[config.mk]
export PLATFORM = sky130hd
export DESIGN_NAME = apb_cmd_master
export DESIGN_NICKNAME = d
export VERILOG_FILES = /design/src/rtl/apb_cmd_master.sv
export SDC_FILE = /design/constraint.sdc
export NUM_CORES = 1
export LEC_CHECK = 0
export ABC_AREA = 1
export CORE_ASPECT_RATIO = 1.75
export CORE_MARGIN = 3
export CORE_UTILIZATION = 39
export CTS_BUF_LIST = sky130_fd_sc_hd__clkbuf_8 sky130_fd_sc_hd__clkbuf_16
export DETAILED_ROUTE_END_ITERATION = 6
export PLACE_DENSITY = 0.8
export SYNTH_ARGS = -nofsm -noshare
export SYNTH_HDL_FRONTEND = slang
export SYNTH_SLANG_ARGS = --single-unit
[constraint.sdc]
create_clock -name PCLK -period 1.9 [get_ports PCLK]
set_input_delay 0.19 -clock PCLK [delete_from_list [all_inputs] [get_ports PCLK]]
set_output_delay 0.19 -clock PCLK [all_outputs]
set_load 0.02 [all_outputs]
[src/rtl/apb_cmd_master.sv]
// APB3 requester: turns a valid/ready command stream into single APB transfers with a valid/ready response.
// Optional ACCESS-phase timeout abort enabled by defining APB_CMD_MASTER_TIMEOUT_EN.
module apb_cmd_master #(
  parameter int ADDR_WIDTH     = 32,
  parameter int DATA_WIDTH     = 32,
  parameter int TIMEOUT_CYCLES = 16
) (
  input  logic                  PCLK,
  input  logic                  PRESET,
  input  logic                  cmd_valid,
  output logic                  cmd_ready,
  input  logic                  cmd_write,
  input  logic [ADDR_WIDTH-1:0] cmd_addr,
  input  logic [DATA_WIDTH-1:0] cmd_wdata,
  output logic                  rsp_valid,
  input  logic                  rsp_ready,
  output logic [DATA_WIDTH-1:0] rsp_rdata,
  output logic                  rsp_err,
  output logic                  rsp_timeout,
  output logic                  PSEL,
  output logic                  PENABLE,
  output logic                  PWRITE,
  output logic [ADDR_WIDTH-1:0] PADDR,
  output logic [DATA_WIDTH-1:0] PWDATA,
  input  logic [DATA_WIDTH-1:0] PRDATA,
  input  logic                  PREADY,
  input  logic                  PSLVERR
);

  typedef enum logic [1:0] {IDLE, SETUP, ACCESS, RESP} state_t;

  state_t state, state_nxt;
  logic   cmd_acc;
  logic   timeout_hit;

  if (TIMEOUT_CYCLES < 1) begin : g_bad_timeout
    $error("TIMEOUT_CYCLES must be >= 1");
  end

  assign cmd_ready = (state == IDLE) && !PRESET;
  assign cmd_acc   = cmd_valid && cmd_ready;

`ifdef APB_CMD_MASTER_TIMEOUT_EN
  localparam int CNT_W = $clog2(TIMEOUT_CYCLES + 1);
  logic [CNT_W-1:0] wait_cnt;

  always_ff @(posedge PCLK) begin
    if (PRESET)
      wait_cnt <= '0;
    else if (cmd_acc)
      wait_cnt <= '0;
    else if (state == ACCESS && !PREADY && wait_cnt != CNT_W'(TIMEOUT_CYCLES))
      wait_cnt <= wait_cnt + 1'b1;
  end

  // The edge whose wait increment would reach the limit is the aborting edge.
  assign timeout_hit = (state == ACCESS) && !PREADY && (wait_cnt == CNT_W'(TIMEOUT_CYCLES - 1));

  always_ff @(posedge PCLK) begin
    if (PRESET)
      rsp_timeout <= 1'b0;
    else if (state == ACCESS && PREADY)
      rsp_timeout <= 1'b0;
    else if (timeout_hit)
      rsp_timeout <= 1'b1;
  end
`else
  assign timeout_hit = 1'b0;
  assign rsp_timeout = 1'b0;
`endif

  always_ff @(posedge PCLK) begin
    if (PRESET)
      state <= IDLE;
    else
      state <= state_nxt;
  end

  always_comb begin
    state_nxt = state;
    case (state)
      IDLE:    if (cmd_acc) state_nxt = SETUP;
      SETUP:   state_nxt = ACCESS;
      ACCESS:  if (PREADY || timeout_hit) state_nxt = RESP;
      RESP:    if (rsp_ready) state_nxt = IDLE;
      default: state_nxt = IDLE;
    endcase
  end

  // Registered APB and response outputs; PADDR/PWRITE/PWDATA only change at accept.
  always_ff @(posedge PCLK) begin
    if (PRESET) begin
      PSEL      <= 1'b0;
      PENABLE   <= 1'b0;
      PWRITE    <= 1'b0;
      PADDR     <= '0;
      PWDATA    <= '0;
      rsp_valid <= 1'b0;
      rsp_rdata <= '0;
      rsp_err   <= 1'b0;
    end else begin
      case (state)
        IDLE: begin
          if (cmd_acc) begin
            PSEL    <= 1'b1;
            PENABLE <= 1'b0;
            PWRITE  <= cmd_write;
            PADDR   <= {cmd_addr[ADDR_WIDTH-1:2], 2'b00};
            PWDATA  <= cmd_wdata;
          end
        end
        SETUP: PENABLE <= 1'b1;
        ACCESS: begin
          if (PREADY) begin
            PSEL      <= 1'b0;
            PENABLE   <= 1'b0;
            rsp_valid <= 1'b1;
            rsp_rdata <= PWRITE ? '0 : PRDATA;
            rsp_err   <= PSLVERR;
          end else if (timeout_hit) begin
            PSEL      <= 1'b0;
            PENABLE   <= 1'b0;
            rsp_valid <= 1'b1;
            rsp_rdata <= '0;
            rsp_err   <= 1'b1;
          end
        end
        RESP: if (rsp_ready) rsp_valid <= 1'b0;
        default: ;
      endcase
    end
  end

endmodule
Word-level counts from Yosys, hierarchy flattened
Cells that the tools add are included.

Register bits after elaboration: 101. Bits of input ports: 103.

Equality and inequality tests: 6. Muxes and demuxes: 13. Reductions and logical operators: 13.

Operators with widths (number): 32-bit two-way mux (1); 3-bit AND reduction (4); 2-bit case mux with 4 select lines (1); 2-bit two-way mux (3); 2-bit inequality test, second input constant (3); 1-bit two-way mux (5); 2-bit equality test, second input constant (2); 1-bit case mux with 2 select lines (2); 2-bit AND reduction (2); 2-bit nonzero test (2); 1-bit case mux with 3 select lines (1); 3-bit nonzero test (1); 2-bit by 1-bit equality test with 1-bit output, second input constant (1); 1-bit logical AND (2); 2-bit logical NOT (1); 1-bit logical NOT (1).

Logic depth before layout (Yosys ltp)
Depth after elaboration: 5. Mapped depth: 8. Depth with buffers taken out: 8.

Worst setup path before layout
Ideal clock, no wire load.

Path kind: flip-flop to flip-flop. From: register state[0]. To: register rsp_rdata[0]. Path buffers: 1. Arrival time: 1.272 ns. Cell stages (with the launch flop): 7. Path slack: 0.558 ns. Setup time: 0.070 ns. Period minus slack after synthesis: 1.342 ns. Cells stage by stage: dfxtp_1 -> inv_1 -> ha_1 -> nand2_2 -> buf_1 -> nand2_1 -> a21oi_1.

Cells in the longest elaborated chain, start to end: 2.

Ends and longest elaborated chain: from (decl) (RTL line 32) `state_t state, state_nxt;`; from (signal assigned) (RTL line 76) `state <= state_nxt;`; 2-bit equality test (RTL line 102) `case (state)`; 2-bit AND reduction (no line); to (signal assigned) (RTL line 118) `rsp_rdata <= PWRITE ? '0 : PRDATA;`; to (decl) (RTL line 17) `output logic [DATA_WIDTH-1:0] rsp_rdata,`.

No other way between the ends. A chain may end at the register's enable or synchronous reset.

Worst setup path after layout
From: register state[0]. To: output cmd_ready.

Cells in the longest elaborated chain, start to end: 2.

Ends and longest elaborated chain: 2-bit logical NOT (RTL line 40) `assign cmd_ready = (state == IDLE) && !PRESET;`; 1-bit logical AND (RTL line 40); to (decl) (RTL line 11) `output logic cmd_ready,`.

No other way between the ends.

==> metrics <==
DP HPWL=8310 µm; maximum clock frequency=568 MHz; leakage=2.56 nW; maxcap violations=0; Reg2Reg Depth=9; startpoint types=register; Congestion Overflow GR=0; routed wire length=11300 µm; most common cell after layout, fill and taps aside=clkdlybuf4s50_1; chip height=137 µm; register area share after synthesis=0.528; CP Capture Type=output pin; Critical Path, Cell by Cell=inv_1 > ha_1 > inv_2 > nor2_8 > dlygate4sd2_1; Total GRT Usage=0.198; Worst-Skew Late Latency=340 ps; Core ar.=9530 µm²; postcts setup bufs=0; Max-slew headroom=0.644; Max IR drop VDD=0.649 mV; Tcrit/Tclk final=0.926; number of top-level pins=206; antenna cells=0; DIE AREA=11100 µm²; Register Area=2020 µm²; first-pass GRT wire length=17200 µm; Hold Crit Class=in -> reg; status=complete, no violations; CTS root buffer=clkbuf_16; top-area cell type share of the netlist area=0.528; most frequent cells in the layout=198 x clkdlybuf4s50_1, 156 x nand3_1, 104 x nand2_1; syn_area_per_cell=7.94 µm²; Slowest cell on crit path=dfxtp_1; final setup vio count=0; row cnt=47; #FFs+latches synth=101; Worst Tran Pin Value=534 ps; Syn-to-layout area delta=62.0%; Crit Path Category=reg -> out; Initial Utilization=0.402; vias per cell=4.97; reg2reg end=PWDATA[24]$_SDFFE_PP0P_; CTS Sinks=101; Power, Total=7.26 mW; RSZ-0062 raised after global routing=false; post-synth cell types=19; Layout Nets=773; setup TNS=0 ps; # DRC=0; Pwr Density=1170 nW/µm²; synthesized area=3830 µm²; 1st-pass router iterations=5; largest cells by area after synthesis=dfxtp_1 53%, nand3_1 20%, nand2_1 10%, a21oi_1 4.8%, buf_2 1.8%; synthesized netlist cell count=482; largest stage delay on the critical path=410 ps; fillers=828; Max Clock Skew=8.92 ps; CP Capture Point=cmd_ready; Synthesis Warnings=0; maximum fanout along the worst path=5; IO Port Bufs=200; Synth area leader=dfxtp_1; layout cells sized above 1=0.0508; max-slew violation count=0; number of global-route vias before repair=3673; Final ANT Viol Nets=0; CP required=1710 ps; CP startpoint=state[0]$_SDFFE_PP0P_; die width=80.9 µm; Final Hold Fails=0; RePlAce Congestion=0.701; CTS Buf Count=9; Worst Path Arrival=1570 ps; Worst R2R Setup Slack=210 ps; multi-input logic area=1550 µm²; CTS H-tree depth=3; Max Root-Sink Buffers=2; DR iter-0 viols=167; wire length per cell=14.3 µm; CTS tree=done; DR vias=3933; fin crit period=1760 ps; reg-to-reg critical path startpoint=state[1]$_SDFFE_PP0P_; clock-pin slew on the worst setup and hold paths=60 ps; initial antenna violation count=0; pin count of the biggest net entering global routing=64
==> routing by layer <==
metal  wire length (µm)  vias to the layer above  GRT usage
met1               4230                     1769      0.207
met5                  0                        -          0
li1                   -                     1967          -
met2               5700                      174      0.344
met3               1100                       23     0.0744
met4                263                        0     0.0893
==> how the worst min path moves through the flow <==
stage	start	endpoint	slack (ps)	cells past startpoint
after floorplan	cmd_wdata[24]	PWDATA[24]$_SDFFE_PP0P_	330	2
after global placement	PSEL$_SDFFE_PP0P_	PSEL$_SDFFE_PP0P_	440	2
after detailed placement	PSEL$_SDFFE_PP0P_	PSEL$_SDFFE_PP0P_	440	2
after CTS	cmd_valid	PWRITE$_SDFFE_PP0P_	220	3
after global routing	cmd_valid	PWRITE$_SDFFE_PP0P_	270	3
final	cmd_valid	PWRITE$_SDFFE_PP0P_	240	3
==> area by class of cell <==
cell class,instances,share of cell area
inverters,15,0.00908
multi-input cells,326,0.249
well taps,122,0.0246
flip-flops and latches,101,0.326
clock inverters,5,0.00968
repair buffers,212,0.343
clock buffers,10,0.0385
==> registers in the layout, indices dropped and copies added (netlist names) <==
signal and cells:
PENABLE 1, PADDR 30, rsp_valid 1, rsp_err 1
rsp_rdata 32, PWDATA 32, state 2, PSEL 1
PWRITE 1
==> Yosys cell counts, drive strengths merged <==
library cell	instances
inv	15
conb	1
clkbuf	15
buf	27
nand4	1
ha	5
o21ai	6
nand2	106
a21oi	37
dfxtp	101
nor2	12
nand3	156
==> where the power goes <==
group / total, mW / internal (mW) / switching [mW]
sequential: 2.73 / 2.51 / 0.214
clock: 1.81 / 1.05 / 0.757
combinational: 2.72 / 1.20 / 1.53
==> cells by family (layout without fill, tap and decap cells) <==
kind of cell	Yosys count	count (layout)	share of synthesized area
simple gates	275	275	0.328
flops	101	101	0.528
buf+inv	57	242	0.0703
compound gates	43	43	0.0562
fa+ha+maj	5	5	0.0163
other cells	1	3	0.000979
==> critical path, delay by kind of cell (launching register included) <==
kind / cells / cell delay [ps]
AND/OR/NAND/NOR: 1 / 40
buffers and inverters: 3 / 550
adder cells (fa/ha/maj): 1 / 230
flip-flops: 1 / 410
==> repair_timing <==
action | 4_1_cts | 5_1_grt
endpoints found under the setup margin | 1 | 11
endpoints found under the hold margin | 0 | 0
gates resized for setup | 1 | 2
hold buffers | 0 | 0
==> stage by stage <==
stage,area [µm²],setup slack (ps),hold slack [ps],utilization,std cells
floorplan,3840,558,328,-,484
global placement,5900,150,439,0.619,776
detailed placement,5900,120,440,0.619,776
CTS,6200,65.3,223,0.651,791
global route,6200,42.0,269,0.651,791
finish,6200,140,244,0.651,791
Power figures use the tool's default switching activity.
